<file path="config.mk">
export PLATFORM = sky130hd
export DESIGN_NAME = prog_loader_flat
export DESIGN_NICKNAME = d
export VERILOG_FILES = /design/src/rtl/prog_loader_if.sv /design/src/rtl/prog_loader.sv /design/src/flat_wrapper.sv
export SDC_FILE = /design/constraint.sdc
export NUM_CORES = 1
export LEC_CHECK = 0
export ABC_AREA = 1
export CAP_MARGIN = 10
export CORE_MARGIN = 4
export CORE_UTILIZATION = 40
export DETAILED_ROUTE_END_ITERATION = 8
export PLACE_DENSITY = 0.73
export SYNTH_ARGS = -nofsm -noshare
export SYNTH_HDL_FRONTEND = slang
export SYNTH_SLANG_ARGS = --single-unit
</file>
<file path="constraint.sdc">
create_clock -name clk -period 2.4 [get_ports clk]
set_input_delay 0.48 -clock clk [delete_from_list [all_inputs] [get_ports clk]]
set_output_delay 0.48 -clock clk [all_outputs]
set_load 0.01 [all_outputs]
</file>
<file path="src/rtl/prog_loader_if.sv">
// ---------------------------------------------------------------------------
// prog_loader_if
//   Bundles the byte streams and the program-memory write port used by the
//   boot loader.
//
//   Signals
//     rx_valid   UART RX -> loader   1-cycle pulse, rx_data valid
//     rx_data    UART RX -> loader   received byte
//     tx_data    loader  -> UART TX  byte to send, valid while tx_send is high
//     tx_send    loader  -> UART TX  1-cycle request to start a transmission
//     tx_done    UART TX -> loader   1-cycle pulse, transmission finished
//     mem_we     loader  -> progmem  write strobe, high for exactly one cycle
//     mem_addr   loader  -> progmem  write address (holds when mem_we is low)
//     mem_wdata  loader  -> progmem  write data
//
//   Handshake semantics: every strobe on this bus is a single-cycle pulse with
//   no ready/backpressure. A qualifier (rx_valid, tx_send, tx_done, mem_we)
//   high on a rising clk edge means its data is valid on that same edge. The
//   receiver must take the data then; it is not held or repeated.
//
//   Modports
//     master  the loader side (drives tx_* and mem_*)
//     slave   the UART/progmem side (drives rx_* and tx_done)
// ---------------------------------------------------------------------------
interface prog_loader_if #(
    parameter int ADDR_W = 8
);
    logic              rx_valid;
    logic [7:0]        rx_data;
    logic [7:0]        tx_data;
    logic              tx_send;
    logic              tx_done;
    logic              mem_we;
    logic [ADDR_W-1:0] mem_addr;
    logic [7:0]        mem_wdata;

    modport master (
        input  rx_valid,
        input  rx_data,
        input  tx_done,
        output tx_data,
        output tx_send,
        output mem_we,
        output mem_addr,
        output mem_wdata
    );

    modport slave (
        output rx_valid,
        output rx_data,
        output tx_done,
        input  tx_data,
        input  tx_send,
        input  mem_we,
        input  mem_addr,
        input  mem_wdata
    );
endinterface

</file>
<file path="src/rtl/prog_loader.sv">
// ---------------------------------------------------------------------------
// prog_loader
//   Boot-load controller between the UART RX/TX pair and program memory.
//   Accepts a framed upload  START, LEN, LEN data bytes, XOR checksum,
//   writes every data byte into progmem, replies ACK or NAK over UART TX and
//   keeps the CPU in reset until a frame has been accepted.
//
//   Ports
//     clk        system clock
//     rst        synchronous, active-high reset
//     bus        prog_loader_if.master: rx byte stream, tx request/done,
//                progmem write port
//     cpu_rst_o  CPU reset, active-high; low only in RUN
//     loading_o  high while a frame is in progress (LEN .. WAIT_TX)
//     err_o      sticky: last frame was NAKed or timed out; cleared by START
//     state_o    current FSM state (debug):
//                0 IDLE, 1 LEN, 2 DATA, 3 CSUM, 4 WAIT_TX, 5 RUN
//
//   Parameters
//     ADDR_W      progmem address width, must be >= 8
//     START_BYTE  frame start marker
//     ACK_BYTE    reply when the checksum matches
//     NAK_BYTE    reply when the checksum does not match
//     TIMEOUT     max clk cycles without a byte while inside a frame
//
//   All outputs are registered.
// ---------------------------------------------------------------------------
module prog_loader #(
    parameter int         ADDR_W     = 8,
    parameter logic [7:0] START_BYTE = 8'hA5,
    parameter logic [7:0] ACK_BYTE   = 8'h06,
    parameter logic [7:0] NAK_BYTE   = 8'h15,
    parameter int         TIMEOUT    = 1000000
) (
    input  logic          clk,
    input  logic          rst,
    prog_loader_if.master bus,
    output logic          cpu_rst_o,
    output logic          loading_o,
    output logic          err_o,
    output logic [2:0]    state_o
);

    // Enough bits to count up to TIMEOUT-1 idle cycles.
    localparam int                IDLE_W    = $clog2(TIMEOUT + 1);
    localparam logic [IDLE_W-1:0] IDLE_LAST = IDLE_W'(TIMEOUT - 1);

    typedef enum logic [2:0] {
        S_IDLE    = 3'd0,
        S_LEN     = 3'd1,
        S_DATA    = 3'd2,
        S_CSUM    = 3'd3,
        S_WAIT_TX = 3'd4,
        S_RUN     = 3'd5
    } state_t;

    state_t state_q, state_d;

    // Frame datapath.
    logic [ADDR_W-1:0] cnt_q, cnt_d;       // next write address, wraps mod 2^ADDR_W
    logic [8:0]        rem_q, rem_d;       // data bytes still expected (1..256)
    logic [7:0]        csum_q, csum_d;     // running XOR of data bytes
    logic [IDLE_W-1:0] idle_q, idle_d;     // idle cycles since the last byte

    // Registered outputs.
    logic              mem_we_q, mem_we_d;
    logic [ADDR_W-1:0] mem_addr_q, mem_addr_d;
    logic [7:0]        mem_wdata_q, mem_wdata_d;
    logic              tx_send_q, tx_send_d;
    logic [7:0]        tx_data_q, tx_data_d;
    logic              cpu_rst_q, cpu_rst_d;
    logic              loading_q, loading_d;
    logic              err_q, err_d;

    logic is_start;
    logic in_frame;
    logic timeout_hit;
    logic csum_ok;

    assign is_start    = bus.rx_valid && (bus.rx_data == START_BYTE);
    assign in_frame    = (state_q == S_LEN) || (state_q == S_DATA) || (state_q == S_CSUM);
    // Fires on the TIMEOUT-th consecutive cycle without a byte.
    assign timeout_hit = in_frame && !bus.rx_valid && (idle_q == IDLE_LAST);
    assign csum_ok     = (bus.rx_data == csum_q);

    // -----------------------------------------------------------------------
    // State register
    // -----------------------------------------------------------------------
    always_ff @(posedge clk) begin
        if (rst) begin
            state_q <= S_IDLE;
        end else begin
            state_q <= state_d;
        end
    end

    // -----------------------------------------------------------------------
    // Next-state logic
    // -----------------------------------------------------------------------
    always_comb begin
        state_d = state_q;
        unique case (state_q)
            S_IDLE: begin
                if (is_start) state_d = S_LEN;
            end
            S_LEN: begin
                if (bus.rx_valid)     state_d = S_DATA;
                else if (timeout_hit) state_d = S_IDLE;
            end
            S_DATA: begin
                if (bus.rx_valid) begin
                    if (rem_q == 9'd1) state_d = S_CSUM;
                end else if (timeout_hit) begin
                    state_d = S_IDLE;
                end
            end
            S_CSUM: begin
                if (bus.rx_valid)     state_d = S_WAIT_TX;
                else if (timeout_hit) state_d = S_IDLE;
            end
            S_WAIT_TX: begin
                // err_q was set in CSUM exactly when the reply was a NAK.
                if (bus.tx_done) state_d = err_q ? S_IDLE : S_RUN;
            end
            S_RUN: begin
                if (is_start) state_d = S_LEN;
            end
            default: state_d = S_IDLE;
        endcase
    end

    // -----------------------------------------------------------------------
    // Output and datapath next-values
    // -----------------------------------------------------------------------
    always_comb begin
        mem_we_d    = 1'b0;
        tx_send_d   = 1'b0;
        mem_addr_d  = mem_addr_q;
        mem_wdata_d = mem_wdata_q;
        tx_data_d   = tx_data_q;
        err_d       = err_q;
        cnt_d       = cnt_q;
        rem_d       = rem_q;
        csum_d      = csum_q;
        idle_d      = '0;

        // Derived from the next state so the registered value lines up with
        // the state: cpu_rst drops on the cycle RUN is entered and rises on
        // the cycle after a reload START.
        cpu_rst_d = (state_d != S_RUN);
        loading_d = (state_d == S_LEN) || (state_d == S_DATA) ||
                    (state_d == S_CSUM) || (state_d == S_WAIT_TX);

        if (in_frame) begin
            if (bus.rx_valid) idle_d = '0;
            else              idle_d = idle_q + 1'b1;
            if (timeout_hit)  err_d  = 1'b1;
        end

        unique case (state_q)
            S_IDLE, S_RUN: begin
                if (is_start) err_d = 1'b0;
            end
            S_LEN: begin
                if (bus.rx_valid) begin
                    // LEN of 0 encodes a full 256-byte block.
                    rem_d  = (bus.rx_data == 8'h00) ? 9'd256 : {1'b0, bus.rx_data};
                    cnt_d  = '0;
                    csum_d = 8'h00;
                end
            end
            S_DATA: begin
                if (bus.rx_valid) begin
                    mem_we_d    = 1'b1;
                    mem_addr_d  = cnt_q;
                    mem_wdata_d = bus.rx_data;
                    csum_d      = csum_q ^ bus.rx_data;
                    cnt_d       = cnt_q + 1'b1;
                    rem_d       = rem_q - 9'd1;
                end
            end
            S_CSUM: begin
                if (bus.rx_valid) begin
                    tx_send_d = 1'b1;
                    tx_data_d = csum_ok ? ACK_BYTE : NAK_BYTE;
                    err_d     = !csum_ok;
                end
            end
            default: begin
            end
        endcase
    end

    // -----------------------------------------------------------------------
    // Output and datapath registers
    // -----------------------------------------------------------------------
    always_ff @(posedge clk) begin
        if (rst) begin
            mem_we_q    <= 1'b0;
            mem_addr_q  <= '0;
            mem_wdata_q <= 8'h00;
            tx_send_q   <= 1'b0;
            tx_data_q   <= 8'h00;
            cpu_rst_q   <= 1'b1;
            loading_q   <= 1'b0;
            err_q       <= 1'b0;
            cnt_q       <= '0;
            rem_q       <= 9'd0;
            csum_q      <= 8'h00;
            idle_q      <= '0;
        end else begin
            mem_we_q    <= mem_we_d;
            mem_addr_q  <= mem_addr_d;
            mem_wdata_q <= mem_wdata_d;
            tx_send_q   <= tx_send_d;
            tx_data_q   <= tx_data_d;
            cpu_rst_q   <= cpu_rst_d;
            loading_q   <= loading_d;
            err_q       <= err_d;
            cnt_q       <= cnt_d;
            rem_q       <= rem_d;
            csum_q      <= csum_d;
            idle_q      <= idle_d;
        end
    end

    assign bus.mem_we    = mem_we_q;
    assign bus.mem_addr  = mem_addr_q;
    assign bus.mem_wdata = mem_wdata_q;
    assign bus.tx_send   = tx_send_q;
    assign bus.tx_data   = tx_data_q;
    assign cpu_rst_o     = cpu_rst_q;
    assign loading_o     = loading_q;
    assign err_o         = err_q;
    assign state_o       = state_q;

endmodule

</file>
<file path="src/flat_wrapper.sv">
// flat-port wrapper written by rule: the top's interface ports become plain ports
module prog_loader_flat 
#(
    parameter int         ADDR_W     = 8,
    parameter logic [7:0] START_BYTE = 8'hA5,
    parameter logic [7:0] ACK_BYTE   = 8'h06,
    parameter logic [7:0] NAK_BYTE   = 8'h15,
    parameter int         TIMEOUT    = 1000000
)
  (clk, rst, cpu_rst_o, loading_o, err_o, state_o, bus_rx_valid, bus_rx_data, bus_tx_done, bus_tx_data, bus_tx_send, bus_mem_we, bus_mem_addr, bus_mem_wdata);
  prog_loader_if #(.ADDR_W(ADDR_W)) bus_i ();
  input  logic clk;
  input  logic rst;
  output logic cpu_rst_o;
  output logic loading_o;
  output logic err_o;
  output logic [2:0] state_o;
  input wire logic [$bits(bus_i.rx_valid)-1:0] bus_rx_valid;
  input wire logic [$bits(bus_i.rx_data)-1:0] bus_rx_data;
  input wire logic [$bits(bus_i.tx_done)-1:0] bus_tx_done;
  output wire logic [$bits(bus_i.tx_data)-1:0] bus_tx_data;
  output wire logic [$bits(bus_i.tx_send)-1:0] bus_tx_send;
  output wire logic [$bits(bus_i.mem_we)-1:0] bus_mem_we;
  output wire logic [$bits(bus_i.mem_addr)-1:0] bus_mem_addr;
  output wire logic [$bits(bus_i.mem_wdata)-1:0] bus_mem_wdata;
  assign bus_i.rx_valid = bus_rx_valid;
  assign bus_i.rx_data = bus_rx_data;
  assign bus_i.tx_done = bus_tx_done;
  assign bus_tx_data = bus_i.tx_data;
  assign bus_tx_send = bus_i.tx_send;
  assign bus_mem_we = bus_i.mem_we;
  assign bus_mem_addr = bus_i.mem_addr;
  assign bus_mem_wdata = bus_i.mem_wdata;
  prog_loader #(.ADDR_W(ADDR_W), .START_BYTE(START_BYTE), .ACK_BYTE(ACK_BYTE), .NAK_BYTE(NAK_BYTE), .TIMEOUT(TIMEOUT)) u_core (.clk(clk), .rst(rst), .bus(bus_i), .cpu_rst_o(cpu_rst_o), .loading_o(loading_o), .err_o(err_o), .state_o(state_o));
endmodule
</file>
# After elaboration in Yosys (flattened, before gate mapping)
# Index checks and enable logic that the tools add are counted.
# word_totals
register_bits,77
input_bits,12
out_inout_bits,32
elab_cells,81
# classes
addsub,3
eq_ne,16
muxes,25
n_bitwise,4
reduce_logical,20
# op_table
operator,n
8-bit one-hot mux with 2 select lines,2
9-bit two-way mux,3
3-bit two-way mux,8
8-bit two-way mux,3
"20-bit by 1-bit adder with 20-bit output, second input constant",1
"20-bit == test, second input constant",1
9-bit one-hot mux with 2 select lines,1
3-bit one-hot mux with 5 select lines,1
"3-bit by 2-bit == test with 1-bit output, second input constant",4
"3-bit == test, second input constant",3
"9-bit by 1-bit == test with 1-bit output, second input constant",1
"9-bit by 1-bit subtractor with 9-bit output, second input constant",1
"8-bit by 1-bit adder with 8-bit output, second input constant",1
8-bit == test,1
"8-bit == test, second input constant",1
8-bit zero test,1
8-bit XOR,1
"3-bit by 1-bit == test with 1-bit output, second input constant",2
2-bit OR reduction,3
1-bit logical OR,5
1-bit two-way mux,5
5-bit two-way mux,1
"2-bit inequality test, second input constant",2
2-bit AND reduction,2
9 further kinds,14

# Longest topological paths before layout
# Gate-level depths: netlist (run 1).
# logic_depth
depth_word,12
ltp_mapped,13
ltp_nobuf,13

# Least setup slack after synthesis (run 1)
# No wires, ideal clock.
# synth_timing
kind,reg2reg
startpoint,register u_core.idle_q[0]
endpoint,register u_core.idle_q[16]
setup_ns,0.132
t_arrival_ns,1.335
t_required_ns,2.268
setup_slack_ns,0.932
path_stages_with_launch,11
n_path_buf,0
synth_period_minus_slack_ns,1.468
path_cell_list,dfxtp_1 ha_1 nand3_2 inv_2 nand2_2 nor2_4 nand3_2 nor2_2 inv_1 o21ai_0 a21oi_1
# synth_via
elab_chain_cells,1
# synth_lines
item,line_no,source
start: declaration,prog_loader.sv:63,"logic [IDLE_W-1:0] idle_q, idle_d;"
start signal: assignment,prog_loader.sv:223,idle_q <= idle_d;
20-bit by 1-bit adder with 20-bit output,prog_loader.sv:156,else idle_d = idle_q + 1'b1;
# No other way between the ends.
# A chain may end at the register's enable or synchronous reset.

# Worst setup path after layout (run 1)
# layout_timing
startpoint,"register u_core.state_q[1], in the netlist u_core.state_o[1]"
endpoint,output state_o[1]
# layout_rtl
item,line_no,source
start: declaration,prog_loader.sv:57,"state_t state_q, state_d;"
start signal: assignment,prog_loader.sv:93,state_q <= state_d;
end: declaration,flat_wrapper.sv:17,output logic [2:0] state_o;
# No word-level cell between the ends.

==> metrics.md, run 1 <==
| Metric | Value |
|---|---|
| Synth Flop Type | `dfxtp_1` |
| Setup TNS | `0 ns` |
| Crit start category | `flip-flop` |
| Mapped Cells | `476` |
| Initial Util | `0.4190` |
| Net Sw Power | `564.9 µW` |
| DRC | `0` |
| WP buf/inv | `1` |
| Crit path DAT | `1.51 ns` |
| Finished Cell Area | `4179 µm²` |
| Clock Sinks | `72` |
| Worst min-delay path class | `reg2reg` |
| Drt initial violations | `161` |
| Asr flop ratio synth | `0` |
| Core area | `8382 µm²` |
| Register area share after synthesis | `0.4104` |
| Clock Skew | `0.01194 ns` |
| CTS tree | `done` |
| Switching Fraction | `0.2463` |
| Crit path cell chain | `clkdlybuf4s50_1` |
| Dpl hpwl | `5.914 mm` |
| Row count | `33` |
| All-Layer GR Usage | `0.1621` |
| Pleak | `1.606 nW` |
| Cell Area, Placed | `3970 µm²` |
| H-tree level count | `3` |
| Drt pass-1 iters | `5` |
| CP delay by family, top | `buffers and inverters` |
| Core Util, Final | `0.4986` |
| Clk buf depth | `2` |
| Gate power share | `0.035` |
| Slowest-stage cell, CP | `clkdlybuf4s50_1` |
| Hold EP | `u_core.idle_q[0]$_SDFF_PP0_` |
| DR vias/cell | `4.992` |
| EDFF count, synth | `0` |
| Hold WS | `0.4473 ns` |
| Synth top area share | `0.4104` |
| Kind of critical path | `reg2out` |
| Boundary pin count | `44` |
| Max-cap violations | `0` |
| Synth top area cells | `dfxtp_1 (41%), nand2_1 (9.9%), nor2_1 (7.4%), o21ai_0 (5.4%), a21oi_1 (5.1%)` |
| Initial antenna violation count | `0` |
| Mean Syn Cell Area | `7.378 µm²` |
| Fill cells | `783` |
| Worst R2R End | `u_core.cnt_q[7]$_SDFFE_PP0P_` |
| RSZ-0062 raised after global routing | `no` |
| #FFs+latches synth | `72` |
| HP Start | `u_core.idle_q[0]$_SDFF_PP0_` |
| Vias in the first global route | `2,842` |
| Share of cells above drive strength 1 | `0.1092` |
| Die height | `101.7 µm` |
| Antenna Violating Nets Remaining | `0` |
| IO Port Bufs | `39` |
| Pwr/cell area | `548.8 nW/µm²` |
| Fin nets | `533` |
| Power share of the sequential group | `0.521` |
| Die area | `10,340 µm²` |
| Synth cell types | `43` |
| CP Max Fanout | `7` |
| Critical Path Max Stage Delay | `0.62 ns` |
| Total gr overflow | `0` |
| Reg2Reg Depth | `7` |
| Total wire length | `8.036 mm` |
| CTS-repair resized insts | `0` |
| Area leader, netlist | `dfxtp_1` |
| Buffer count from post-CTS setup fixing | `0` |
| Ys Warns | `0` |
| Chip width | `101.7 µm` |
| Flop2flop setup slack | `0.54 ns` |
| Status | `complete, no violations` |
| Routed wire length per instance | `12.82 µm` |
| Cell internal pwr | `1.729 mW` |
| Hold path cells | `1` |
| Required time worst endpoint | `1.92 ns` |
| Post-CTS Hold Fix Bufs | `0` |
| Max Fclk | `0.5017 GHz` |
| Final min period | `1.993 ns` |
| Final max-slew violation count | `0` |
| Final period util | `0.8306` |
| Reg clk slew, reported paths | `0.08 ns` |
| Crit. End Element | `output pin` |
| Clk_lat worst skew | `0.36 ns` |
| Number of diodes | `0` |
| Multi-input gate area | `1769 µm²` |
| Post-Syn Area | `3512 µm²` |
| Clock share of power | `0.443` |
| R2R Path Start | `u_core.state_o[1]$_SDFF_PP0_` |
| Routability cong. | `0.8759` |
| Final setup viols | `0` |
| First-pass GRT wire length | `13.25 mm` |
| CTS buffer count | `9` |
| Largest net degree at the start of global routing | `30` |
| Peak VDD IR | `0.2390 mV` |
| Clock Tree Root | `clkbuf_8` |
| Final hold viol count | `0` |
| Vias post-DR | `3,130` |
| Synth-to-Final Area Change | `18.99%` |
| Reg area | `1441 µm²` |
==> how the worst max path moves through the flow <==
stage                            startpoint                            to  slack, ns  depth (start not counted)
6_report       u_core.state_o[1]$_SDFF_PP0_                    state_o[1]       0.41                          1
5_1_grt        u_core.state_o[1]$_SDFF_PP0_                    state_o[1]       0.36                          1
4_1_cts        u_core.state_o[1]$_SDFF_PP0_                    state_o[1]       0.39                          1
3_5_place_dp                   bus_rx_valid  u_core.cnt_q[7]$_SDFFE_PP0P_       0.24                          8
3_3_place_gp                   bus_rx_valid   u_core.cpu_rst_o$_SDFF_PP1_       0.31                         12
2_1_floorplan   u_core.idle_q[0]$_SDFF_PP0_  u_core.idle_q[16]$_SDFF_PP0_       0.93                         10
==> through the flow <==
step           total power [mW]  std cells  setup WS [ns]
5_1_grt                   2.359        627         0.3559
2_1_floorplan             1.267        479         0.9325
3_3_place_gp              1.304        611         0.3055
6_report                  2.294        627         0.4066
4_1_cts                   2.309        627         0.3917
3_5_place_dp              1.304        611         0.2360
==> cells by family after synthesis <==
| family | synth area share |
|---|---|
| AOI/OAI and AO/OA | 0.1564 |
| other | 0.001068 |
| xor gates and xnor gates | 0.04489 |
| and+or+nand+nor | 0.2839 |
| DFF | 0.4104 |
| buffers and inverters | 0.08906 |
| adders and majority gates | 0.01425 |
==> state kept, by name, indices dropped and copies added, names as in the netlist, 3 cells and up <==
register and cells:
u_core.idle_q 20, u_core.rem_q 9, u_core.bus.mem_addr 8, u_core.bus.mem_wdata 8, u_core.cnt_q 8, u_core.csum_q 8, u_core.bus.tx_data 3, u_core.state_o 3
==> cells in the mapped netlist (3+ instances only) <==
cell / n
nor2_1: 69
nor3_1: 4
ha_1: 4
inv_2: 8
nor2_2: 3
clkbuf_1: 7
o21ai_1: 3
nand4_1: 5
buf_4: 7
dfxtp_1: 72
o21ai_0: 38
xor2_1: 15
a211oi_1: 3
nand3_2: 3
nand3_1: 17
a21oi_1: 36
a31oi_1: 6
nand2_2: 7
xnor2_1: 3
nor4_1: 3
nor2_4: 5
inv_1: 40
nand2_1: 93
==> layer usage <==
layer	up-vias	GRT usage	wire, µm
met5	-	0	0
met4	0	0.08487	146
met3	9	0.03237	353
met2	56	0.2440	3685
met1	1436	0.2192	3851
li1	1629	-	-
==> power by group through the flow <==
| stage | Sequential [mW] | Clock [mW] | Combinational, mW |
|---|---|---|---|
| detailed placement | 1.22 | 0 | 0.0799 |
| global placement | 1.22 | 0 | 0.0798 |
| floorplan | 1.22 | 0 | 0.0425 |
| finish | 1.20 | 1.02 | 0.0807 |
| CTS | 1.20 | 1.03 | 0.0802 |
| global route | 1.20 | 1.07 | 0.0883 |
==> placed cells by master, fill, tap and decap left out, drive strengths merged <==
cell type	count
o21a	1
a2111oi	1
dfxtp	72
nor3	4
clkdlybuf4s50	39
o211ai	1
clkbuf	9
a32oi	1
o21ai	41
bufinv	1
a21oi	36
xor2	15
nand4	6
a32o	1
nand3b	1
conb	4
nor2	77
clkinvlp	2
xnor2	3
a31oi	6
nand2	101
a211oi	5
a221oi	2
o211a	1
or2	3
nand3	21
nor4	3
buf	6
inv	54
ha	4
o31ai	1
==> final cells by class <==
type                            count  share of cell area
Clock buffer                        9             0.02964
Tap cell                          105             0.03144
Clock inverter                      7             0.02036
Multi-Input combinational cell    339              0.4234
Sequential cell                    72              0.3449
Inverter                           50             0.04611
Timing Repair Buffer               45              0.1042
No activity file was read; power rests on OpenSTA's default activity.
==> inputs of run 2 (changes only) <==
Clock period 2.4 ns to 1.85 ns, I/O delays scaled along.
==> metrics.md, run 2 (synthesis results as in run 1) <==
| Metric | Value |
|---|---|
| Status | `complete, no violations` |
| CTS buffer count | `9` |
| Worst setup endpoint | `state_o[2]` |
| Antenna Violating Nets Remaining | `0` |
| CP delay by family, top | `buffers and inverters` |
| Clock Sinks | `72` |
| Flop2flop setup slack | `0.22 ns` |
| Core area | `8382 µm²` |
| Total wire length | `8.106 mm` |
| CTS tree | `done` |
| Crit path DAT | `1.39 ns` |
| Top Registers | `u_core.idle_q: 20 flops, u_core.rem_q: 9 flops` |
| Most common cell after layout, fill and taps aside | `nand2_1` |
| Clock Skew | `0.007389 ns` |
| Pleak | `1.710 nW` |
| Clk buf depth | `2` |
| Die area | `10,340 µm²` |
| Number of diodes | `0` |
| WP depth | `1` |
| CTS-repair resized insts | `1` |
| Crit path cell chain | `clkdlybuf4s50_1` |
| H-tree level count | `3` |
| Slowest-stage cell, CP | `clkdlybuf4s50_1` |
| Synth-to-Final Area Change | `23.62%` |
| Final min period | `1.764 ns` |
| Clk_lat worst skew | `0.35 ns` |
| Die height | `101.7 µm` |
| Initial Util | `0.4190` |
| Final instance count without filler cells | `651` |
| Vias in the first global route | `3,198` |
| Initial antenna violation count | `0` |
| Cell Area, Placed | `4170 µm²` |
| Most frequent cells in the layout | `nand2_1 (93), dfxtp_1 (71), nor2_1 (69)` |
| R2R Path Start | `u_core.idle_q[0]$_SDFF_PP0_` |
| Routability cong. | `0.9030` |
| Max reg flops | `20` |
| Chip width | `101.7 µm` |
| Total gr overflow | `0` |
| Max Fclk | `0.5669 GHz` |
| Max-cap violations | `0` |
| Final period util | `0.9535` |
| Reg2Reg Depth | `10` |
| Row count | `33` |
| All-Layer GR Usage | `0.1649` |
| Dpl hpwl | `6.142 mm` |
| Drt initial violations | `150` |
| Crit. End Element | `output pin` |
| DRC | `0` |
| Fin nets | `558` |
| Final hold viol count | `0` |
| DR vias/cell | `4.955` |
| Routed wire length per instance | `12.45 µm` |
| Clock Tree Root | `clkbuf_8` |
| Peak VDD IR | `0.3308 mV` |
| Vias post-DR | `3,226` |
| Post-CTS Hold Fix Bufs | `0` |
| WP buf/inv | `1` |
| Worst min-delay path class | `reg2reg` |
| Final setup viols | `0` |
| Reg clk slew, reported paths | `0.07 ns` |
| DP Cell Count | `636` |
| Crit start category | `flip-flop` |
| Worst R2R End | `u_core.idle_q[18]$_SDFF_PP0_` |
| Setup TNS | `0 ns` |
| Top reg by flops | `u_core.idle_q` |
| Finished Cell Area | `4342 µm²` |
| Drt pass-1 iters | `4` |
| Required time worst endpoint | `1.48 ns` |
| RSZ-0062 raised after global routing | `no` |
| Pwr/cell area | `635.1 nW/µm²` |
| Kind of critical path | `reg2out` |
| Share of cells above drive strength 1 | `0.1502` |
| CP Max Fanout | `5` |
| Final max-slew violation count | `0` |
| Boundary pin count | `44` |
| Critical Path Max Stage Delay | `0.59 ns` |
| IO Port Bufs | `39` |
| First-pass GRT wire length | `13.81 mm` |
| Buffer count from post-CTS setup fixing | `0` |
| Critical Path Start | `u_core.state_o[2]$_SDFF_PP0_` |
| Largest net degree at the start of global routing | `22` |
## run 2: layout make-up
cell class,count,area [µm²]
Clock inverter,6,46.29
Tap cell,105,131.4
Inverter,50,192.7
Clock buffer,9,123.9
Timing Repair Buffer,70,635.6
Fill cell,826,4040
Multi-Input combinational cell,339,1769
Sequential cell,72,1443
## run 2: through the flow
| stage | total power [mW] | setup slack, ns | util | hold WS, ns |
|---|---|---|---|---|
| 2_1_floorplan | 1.644 | 0.3825 | - | 0.4175 |
| 3_3_place_gp | 1.710 | -0.06050 | 0.4975 | 0.4323 |
| 3_5_place_dp | 1.710 | -0.07979 | 0.4975 | 0.4393 |
| 4_1_cts | 2.792 | 0.08078 | 0.5180 | 0.4500 |
| 5_1_grt | 2.869 | 0.01546 | 0.5180 | 0.4830 |
| 6_report | 2.758 | 0.08605 | 0.5180 | 0.4482 |
## run 2: metal layers
metal	up-vias	wire length, µm	track usage
li1	1680	-	-
met1	1470	3839	0.2166
met2	56	3729	0.2545
met3	20	324	0.03994
met4	0	212	0.07771
met5	-	0	0
## run 2: worst min-delay path by stage
stage / startpoint / to / cells after the start
after global routing: u_core.idle_q[0]$_SDFF_PP0_ / u_core.idle_q[0]$_SDFF_PP0_ / 1
after global placement: u_core.idle_q[0]$_SDFF_PP0_ / u_core.idle_q[0]$_SDFF_PP0_ / 1
after detailed placement: u_core.idle_q[0]$_SDFF_PP0_ / u_core.idle_q[0]$_SDFF_PP0_ / 1
final: u_core.idle_q[0]$_SDFF_PP0_ / u_core.idle_q[0]$_SDFF_PP0_ / 1
after CTS: u_core.idle_q[0]$_SDFF_PP0_ / u_core.idle_q[0]$_SDFF_PP0_ / 1
after floorplan: u_core.idle_q[0]$_SDFF_PP0_ / u_core.idle_q[0]$_SDFF_PP0_ / 1
## run 2: power breakdown
| part | internal (mW) | switching, mW | total, mW |
|---|---|---|---|
| registers | 1.55 | 0.00146 | 1.55 |
| clock network | 0.485 | 0.598 | 1.08 |
| logic | 0.0560 | 0.0673 | 0.123 |
